## src/rtl/ise_dispatch_pkg.sv

```systemverilog
// Shared definitions for the bit-manipulation ISE issue path.
// Function codes, legality and W-op predicates, result post-processing.
// Dispatcher FSM state encoding.
package ise_pkg;

    localparam logic [5:0] FN_ROR   = 6'd32;
    localparam logic [5:0] FN_ROL   = 6'd33;
    localparam logic [5:0] FN_RORI  = 6'd34;
    localparam logic [5:0] FN_ANDN  = 6'd35;
    localparam logic [5:0] FN_ORN   = 6'd36;
    localparam logic [5:0] FN_XNOR  = 6'd37;
    localparam logic [5:0] FN_PACK  = 6'd38;
    localparam logic [5:0] FN_PACKH = 6'd39;
    localparam logic [5:0] FN_RORW  = 6'd40;
    localparam logic [5:0] FN_ROLW  = 6'd41;
    localparam logic [5:0] FN_RORIW = 6'd42;
    localparam logic [5:0] FN_PACKW = 6'd43;

    localparam logic [5:0] FN_MIN = FN_ROR;
    localparam logic [5:0] FN_MAX = FN_PACKW;

    typedef enum logic [1:0] {
        ST_IDLE = 2'd0,
        ST_BUSY = 2'd1,
        ST_RESP = 2'd2
    } disp_state_t;

    function automatic logic fn_legal(input logic [5:0] fn);
        return (fn >= FN_MIN) && (fn <= FN_MAX);
    endfunction

    // W ops produce a 32-bit result that is sign-extended to 64 bits.
    function automatic logic is_w_op(input logic [5:0] fn);
        return (fn >= FN_RORW) && (fn <= FN_PACKW);
    endfunction

    function automatic logic [63:0] post_process(input logic [5:0] fn, input logic [63:0] res);
        if (is_w_op(fn)) begin
            return {{32{res[31]}}, res[31:0]};
        end
        return res;
    endfunction

endpackage

```

## src/rtl/ise_dispatch_if.sv

```systemverilog
// Request, unit and writeback signal bundle for the ISE dispatcher.
// master = dispatcher side, slave = core/unit/writeback environment.
// No storage; pure wiring.
interface ise_dispatch_if;

    logic        req_valid;
    logic        req_ready;
    logic [5:0]  req_fn;
    logic [63:0] req_rs1;
    logic [63:0] req_rs2;
    logic [4:0]  req_rd;

    logic [5:0]  ise_fn;
    logic [63:0] ise_in1;
    logic [63:0] ise_in2;
    logic        ise_val;
    logic        ise_oval;
    logic [63:0] ise_out;

    logic        wb_valid;
    logic        wb_ready;
    logic [4:0]  wb_rd;
    logic [63:0] wb_data;
    logic        wb_err;

    modport master (
        input  req_valid, req_fn, req_rs1, req_rs2, req_rd, ise_oval, ise_out, wb_ready,
        output req_ready, ise_fn, ise_in1, ise_in2, ise_val, wb_valid, wb_rd, wb_data, wb_err
    );

    modport slave (
        output req_valid, req_fn, req_rs1, req_rs2, req_rd, ise_oval, ise_out, wb_ready,
        input  req_ready, ise_fn, ise_in1, ise_in2, ise_val, wb_valid, wb_rd, wb_data, wb_err
    );

endinterface

```

## src/rtl/ise_dispatch_timer.sv

```systemverilog
// Counts consecutive BUSY cycles without a unit answer.
// expired is combinational: high in the BUSY cycle that would be the TIMEOUT-th miss.
// No backpressure; clear has priority over count.
module ise_dispatch_timer #(
    parameter int TIMEOUT = 16
) (
    input  logic clk,
    input  logic rst,
    input  logic clr,
    input  logic en,
    output logic expired
);

    localparam int CW = $clog2(TIMEOUT + 1);

    logic [CW-1:0] cnt_q;

    // Miss counter, restarted on every new request.
    always_ff @(posedge clk or posedge rst) begin
        if (rst) begin
            cnt_q <= '0;
        end else if (clr) begin
            cnt_q <= '0;
        end else if (en) begin
            cnt_q <= cnt_q + CW'(1);
        end
    end

    assign expired = en && (cnt_q == CW'(TIMEOUT - 1));

endmodule

```

## src/rtl/ise_dispatch.sv

```systemverilog
// Issue controller for the ISE unit: holds operands until ise_oval, post-processes, writes back.
// Latency: 2 cycles accept->wb_valid with a same-cycle unit (+k for a k-cycle unit), 1 for illegal fn.
// Backpressure: wb_ready low holds RESP and blocks req_ready; ISE_DISPATCH_TIMEOUT_EN adds a BUSY abort timer.
module ise_dispatch
    import ise_pkg::*;
#(
    parameter int TIMEOUT = 16
) (
    input  logic          ise_clk,
    input  logic          ise_rst,
    ise_dispatch_if.master bus
);

    if (TIMEOUT < 1) begin : g_bad_timeout
        $error("ise_dispatch: TIMEOUT must be at least 1");
    end

    disp_state_t state_q, state_d;

    logic        req_ready;
    logic        accept;
    logic        ld_op;
    logic        ld_ill;
    logic        ld_res;
    logic        ld_tmo;
    logic        timeout_hit;

    logic [5:0]  fn_q;
    logic [63:0] in1_q;
    logic [63:0] in2_q;
    logic        ise_val_q;
    logic        wb_valid_q;
    logic [4:0]  rd_q;
    logic [63:0] data_q;
    logic        err_q;

`ifdef ISE_DISPATCH_TIMEOUT_EN
    ise_dispatch_timer #(
        .TIMEOUT (TIMEOUT)
    ) u_timer (
        .clk     (ise_clk),
        .rst     (ise_rst),
        .clr     (accept),
        .en      ((state_q == ST_BUSY) && !bus.ise_oval),
        .expired (timeout_hit)
    );
`else
    assign timeout_hit = 1'b0;
`endif

    // State register.
    always_ff @(posedge ise_clk or posedge ise_rst) begin
        if (ise_rst) begin
            state_q <= ST_IDLE;
        end else begin
            state_q <= state_d;
        end
    end

    // Next state, request acceptance and datapath load strobes.
    always_comb begin
        state_d   = state_q;
        req_ready = 1'b0;
        accept    = 1'b0;
        ld_op     = 1'b0;
        ld_ill    = 1'b0;
        ld_res    = 1'b0;
        ld_tmo    = 1'b0;
        case (state_q)
            ST_IDLE: begin
                req_ready = 1'b1;
            end
            ST_BUSY: begin
                // A result in the limit cycle beats the abort.
                if (bus.ise_oval) begin
                    ld_res  = 1'b1;
                    state_d = ST_RESP;
                end else if (timeout_hit) begin
                    ld_tmo  = 1'b1;
                    state_d = ST_RESP;
                end
            end
            ST_RESP: begin
                req_ready = bus.wb_ready;
                if (bus.wb_ready) begin
                    state_d = ST_IDLE;
                end
            end
            default: begin
                state_d = ST_IDLE;
            end
        endcase
        // A new request overrides the drain to IDLE, so RESP->BUSY has no bubble.
        if (req_ready && bus.req_valid) begin
            accept = 1'b1;
            if (fn_legal(bus.req_fn)) begin
                ld_op   = 1'b1;
                state_d = ST_BUSY;
            end else begin
                ld_ill  = 1'b1;
                state_d = ST_RESP;
            end
        end
    end

    // Registered unit-side and writeback-side outputs.
    always_ff @(posedge ise_clk or posedge ise_rst) begin
        if (ise_rst) begin
            fn_q       <= '0;
            in1_q      <= '0;
            in2_q      <= '0;
            ise_val_q  <= 1'b0;
            wb_valid_q <= 1'b0;
            rd_q       <= '0;
            data_q     <= '0;
            err_q      <= 1'b0;
        end else begin
            ise_val_q  <= (state_d == ST_BUSY);
            wb_valid_q <= (state_d == ST_RESP);
            if (accept) begin
                rd_q <= bus.req_rd;
            end
            if (ld_op) begin
                fn_q  <= bus.req_fn;
                in1_q <= bus.req_rs1;
                in2_q <= bus.req_rs2;
            end
            if (ld_ill || ld_tmo) begin
                data_q <= '0;
                err_q  <= 1'b1;
            end else if (ld_res) begin
                data_q <= post_process(fn_q, bus.ise_out);
                err_q  <= 1'b0;
            end
        end
    end

    assign bus.req_ready = req_ready;
    assign bus.ise_fn    = fn_q;
    assign bus.ise_in1   = in1_q;
    assign bus.ise_in2   = in2_q;
    assign bus.ise_val   = ise_val_q;
    assign bus.wb_valid  = wb_valid_q;
    assign bus.wb_rd     = rd_q;
    assign bus.wb_data   = data_q;
    assign bus.wb_err    = err_q;

endmodule

```

## src/flat_wrapper.sv

```systemverilog
// flat-port wrapper written by rule: the top's interface ports become plain ports
module ise_dispatch_flat import ise_pkg::*;
#(
    parameter int TIMEOUT = 16
)
  (ise_clk, ise_rst, bus_req_valid, bus_req_fn, bus_req_rs1, bus_req_rs2, bus_req_rd, bus_ise_oval, bus_ise_out, bus_wb_ready, bus_req_ready, bus_ise_fn, bus_ise_in1, bus_ise_in2, bus_ise_val, bus_wb_valid, bus_wb_rd, bus_wb_data, bus_wb_err);
  ise_dispatch_if bus_i ();
  input  logic ise_clk;
  input  logic ise_rst;
  input wire logic [$bits(bus_i.req_valid)-1:0] bus_req_valid;
  input wire logic [$bits(bus_i.req_fn)-1:0] bus_req_fn;
  input wire logic [$bits(bus_i.req_rs1)-1:0] bus_req_rs1;
  input wire logic [$bits(bus_i.req_rs2)-1:0] bus_req_rs2;
  input wire logic [$bits(bus_i.req_rd)-1:0] bus_req_rd;
  input wire logic [$bits(bus_i.ise_oval)-1:0] bus_ise_oval;
  input wire logic [$bits(bus_i.ise_out)-1:0] bus_ise_out;
  input wire logic [$bits(bus_i.wb_ready)-1:0] bus_wb_ready;
  output wire logic [$bits(bus_i.req_ready)-1:0] bus_req_ready;
  output wire logic [$bits(bus_i.ise_fn)-1:0] bus_ise_fn;
  output wire logic [$bits(bus_i.ise_in1)-1:0] bus_ise_in1;
  output wire logic [$bits(bus_i.ise_in2)-1:0] bus_ise_in2;
  output wire logic [$bits(bus_i.ise_val)-1:0] bus_ise_val;
  output wire logic [$bits(bus_i.wb_valid)-1:0] bus_wb_valid;
  output wire logic [$bits(bus_i.wb_rd)-1:0] bus_wb_rd;
  output wire logic [$bits(bus_i.wb_data)-1:0] bus_wb_data;
  output wire logic [$bits(bus_i.wb_err)-1:0] bus_wb_err;
  assign bus_i.req_valid = bus_req_valid;
  assign bus_i.req_fn = bus_req_fn;
  assign bus_i.req_rs1 = bus_req_rs1;
  assign bus_i.req_rs2 = bus_req_rs2;
  assign bus_i.req_rd = bus_req_rd;
  assign bus_i.ise_oval = bus_ise_oval;
  assign bus_i.ise_out = bus_ise_out;
  assign bus_i.wb_ready = bus_wb_ready;
  assign bus_req_ready = bus_i.req_ready;
  assign bus_ise_fn = bus_i.ise_fn;
  assign bus_ise_in1 = bus_i.ise_in1;
  assign bus_ise_in2 = bus_i.ise_in2;
  assign bus_ise_val = bus_i.ise_val;
  assign bus_wb_valid = bus_i.wb_valid;
  assign bus_wb_rd = bus_i.wb_rd;
  assign bus_wb_data = bus_i.wb_data;
  assign bus_wb_err = bus_i.wb_err;
  ise_dispatch #(.TIMEOUT(TIMEOUT)) u_core (.ise_clk(ise_clk), .ise_rst(ise_rst), .bus(bus_i));
endmodule
```

## config.mk

```make
export PLATFORM = sky130hd
export DESIGN_NAME = ise_dispatch_flat
export DESIGN_NICKNAME = d
export VERILOG_FILES = /design/src/rtl/ise_dispatch_pkg.sv /design/src/rtl/ise_dispatch_if.sv /design/src/rtl/ise_dispatch_timer.sv /design/src/rtl/ise_dispatch.sv /design/src/flat_wrapper.sv
export SDC_FILE = /design/constraint.sdc
export NUM_CORES = 1
export LEC_CHECK = 0
export CAP_MARGIN = 10
export CORE_AREA = 2 2 160 162
export DETAILED_ROUTE_END_ITERATION = 16
export DIE_AREA = 0 0 162 164
export PLACE_DENSITY_LB_ADDON = 0.1
export SYNTH_ARGS = -nofsm -noshare
export SYNTH_HDL_FRONTEND = slang
export SYNTH_SLANG_ARGS = --single-unit
```

## constraint.sdc

```tcl
create_clock -name ise_clk -period 13.7 [get_ports ise_clk]
set_input_delay 3.425 -clock ise_clk [delete_from_list [all_inputs] [get_ports ise_clk]]
set_output_delay 3.425 -clock ise_clk [all_outputs]
set_load 0.1 [all_outputs]
```

# Word-level counts from Yosys, hierarchy flattened
# Cells that the tools add are included.
[word_totals] register_bits=208 input_bits=208
[op_classes] eq_ne=4 n_lt_le_gt_ge=4 reduce_logical=5 muxes=22
[op_table] op="64-bit two-way mux" n=4
[op_table] op="6-bit >= comparator, second input constant" n=2
[op_table] op="6-bit less-or-equal comparator, second input constant" n=2
[op_table] op="1-bit two-way mux" n=12
[op_table] op="2-bit two-way mux" n=4
[op_table] op="2-bit one-hot mux with 3 select lines" n=1
[op_table] op="2-bit by 1-bit equality test with 1-bit output, second input constant" n=2
[op_table] op="2-bit equality test, second input constant" n=2
[op_table] op="1-bit logical AND" n=3
[op_table] op="2-bit zero test" n=1
[op_table] op="1-bit one-hot mux with 2 select lines" n=1
[op_table] op="2-bit nonzero test" n=1

# Depth between registers and ports, before layout
[logic_depth] ltp_word=8 depth_mapped=6 depth_no_buf=3

# Least setup slack after synthesis
# Ideal clock, no wire load.
[synth_timing] path_kind="input -> output" start="in bus_wb_ready" end="out bus_req_ready" slack_ns=5.548 t_arrival_ns=4.727 stages=2 path_cell_list="nor2b_2 nor2_1"
[synth_via] elab_chain_len=1
[synth_lines] element="start: declaration" line_no="flat_wrapper.sv:17" rtl="input wire logic [$bits(bus_i.wb_ready)-1:0] bus_wb_ready;"
[synth_lines] element="1-bit one-hot mux with 2 select lines" line_no="ise_dispatch.sv:69" rtl="case (state_q)"
[synth_lines] element="end: declaration" line_no="flat_wrapper.sv:18" rtl="output wire logic [$bits(bus_i.req_ready)-1:0] bus_req_ready;"
# No other way between the ends.

# Final worst setup path
# Same ends and word-level chain as after synthesis.

==> out/summary.txt <==
Status: finished clean
Routability cong.: 0.750
Flops & latches, synth: 208
Total number of vias: 6,269
Clock sinks: 208
Total grt overflow: 0
Critical path class: primary input to output pin
Pin count of the biggest net entering global routing: 89
Normalized max-slew margin: 23.4%
Xor-xnor portion of the synthesized cell area: 0%
Routed WL per cell: 19.0 um
Initial Util: 34.3%
Root buf cell: clkbuf_16
Die height: 164 um
Simple-Gate Fraction of Synth Area: 7.35%
Mapped cell area: 0.00851 mm^2
Max-cap violation count: 0
Core ar.: 0.0248 mm^2
First-pass GRT wire length: 38,800 um
Hold crit path type: register to register
Crit Reg-Reg Endpoint: u_core.bus.ise_in2[47]
Most common cell in the netlist: dfrtp_1
Final setup TNS: 0 ns
Adder-Cell Fraction of Synth Area: 0%
Hpwl dp: 17,900 um
Count of buffers from port buffering: 414
RSZ-0062 raised after global routing: false
Register area share after synthesis: 61.1%
CTS buffer count: 24
Compound-Gate Fraction of Synth Area: 5.25%
Worst Tran Pin Value: 1.15 ns
Top cell type's share of synthesized area: 61.1%
Io pins: 415
CTS tree: built
Max Freq: 116 MHz
Antenna Nets Post-Route: 0
Hold path start: u_core.bus.wb_err
Fin. max-slew vios: 0
Synth top cells by count: dfrtp_1, mux2_4, nand2_1, o21ai_0
Syn avg cell area: 14.1 um^2
Number of gates resized after cts: 0
Hold EP: u_core.bus.wb_err
Synthesis Warnings: 0
Clk buf depth: 3
Ys flop type: dfrtp_1
Final wirelength: 25,800 um
R2R Path Start: u_core.state_q[1]
FFs w/ async S/R, synth: 100%
Antenna violations before repair: 2
Critical-path maximum fanout: 6
Syn nets: 812
Largest family of logic cells by synthesized area: multiplexers
Cell taking the most area after synthesis: dfrtp_1
Hold Vio Cnt, Final: 0
Area growth, synth to finish: 61.4%
Hold path cells: 1
Die width: 162 um
Clock Pin Slew Worst Setup and Hold Paths: 0.06 ns
Flop2flop setup slack: 10.19 ns
Final period utilization: 63.0%
Power Dens Cells: 220 mW/mm^2
Post-DR vias/cell: 4.62
Total global-route track usage: 18.7%
Postcts setup bufs: 0
Total power: 3020 uW
Setup crit start kind: primary input
Row cnt: 58
Hold buffer count at CTS: 0
Die area: 0.0266 mm^2
Initial DRC Count: 292
Worst-Skew Late Latency: 0.51 ns
DRC viols: 0
Vias in the first global route: 6,396
Cells after Synth: 604
Layout cell share with drive strength beyond 1: 18.1%
Final Skew: 0.00806 ns
Worst EP arrival: 5.21 ns
Total Nets Final: 1,216
Peak supply drop: 0.122 mV
Router iterations before antenna repair: 4
Worst hold slack: 0.481 ns
Worst reg-to-reg path cell count: 5
Mux share of post-synthesis cell area: 23.0%
Post-synth EDFFs: 0
Yosys cell types: 27
Required @ worst endpoint: 10.27 ns
Final Critical Period: 8.63 ns
H-tree depth: 1
Top cells by area in the synthesized netlist: dfrtp_1, mux2_4, nand2_1
Worst setup EP type: output pin
Leak Pwr: 0.00607 uW
Final setup viols: 0
-- cell families (layout without fill, tap and decap cells) --
family,count (synthesis),count (layout)
AOI/OAI and AO/OA,70,70
buffers and inverters,46,467
DFF,208,208
other,0,2
and+or+nand+nor,143,143
muxes,137,137
-- per-layer routing --
metal	global-route usage [%]	vias to the layer above	wire [um]
li1	-	2893	-
met1	24.4	3041	10600
met2	29.1	280	11900
met3	5.98	55	2390
met4	7.00	0	917
met5	0	-	0
-- critical path, cell delays in order --
cell	delay [ns]
clkdlybuf4s50_1	0.47
nor2b_2	0.08
nor2_1	0.10
clkdlybuf4s50_1	1.13
-- state kept, by name, summed over array words and instances, names as in the netlist --
signal,cells
u_core.bus.wb_rd,5
u_core.bus.ise_in2,64
u_core.bus.wb_data,64
u_core.bus.ise_val,1
u_core.bus.wb_valid,1
u_core.state_q,2
u_core.bus.ise_in1,64
u_core.bus.wb_err,1
u_core.bus.ise_fn,6
-- report_power, final --
part | internal (uW) | switching (uW)
clock network | 431 | 252
logic | 406 | 1120
registers | 742 | 69.0
total | 1580 | 1440
-- final cells by class --
| class | instances | area [um^2] |
|---|---|---|
| fill | 2156 | 11100 |
| sequential | 208 | 5200 |
| timing repair buffer | 422 | 4200 |
| multi-input combinational | 350 | 3040 |
| clock buffer | 36 | 747 |
| tap | 330 | 413 |
| clock inverter | 7 | 110 |
| inverter | 2 | 15.0 |
| antenna | 2 | 5.00 |
-- how the worst max path moves through the flow --
stage,from,to,cells after the start
2_1_floorplan,ise_rst,u_core.bus.ise_fn[0],1
3_3_place_gp,bus_wb_ready,bus_req_ready,4
3_5_place_dp,bus_wb_ready,bus_req_ready,4
4_1_cts,bus_wb_ready,bus_req_ready,4
5_1_grt,bus_wb_ready,bus_req_ready,4
6_report,bus_wb_ready,bus_req_ready,4
-- per-stage QoR --
stage          cells  instance area [um^2]  util, %  setup WS, ns
2_1_floorplan    604                  8510        -          4.59
3_3_place_gp    1312                 12900     51.9          5.06
3_5_place_dp    1312                 12900     51.9          5.07
4_1_cts         1355                 13700     55.3          5.06
5_1_grt         1357                 13700     55.4          5.02
6_report        1357                 13700     55.4          5.07
-- cell usage in the layout (no fill, tap or decap), drive strengths merged, types with 3 or more instances in the layout --
cell	count
mux2	137
clkdlybuf4s50	414
nand2b	3
nand3	32
o211ai	32
clkbuf	36
o21ai	33
buf	8
nand2	97
clkinv	4
bufinv	3
dfrtp	208
Note: power is estimated with default switching activity, not from simulation.
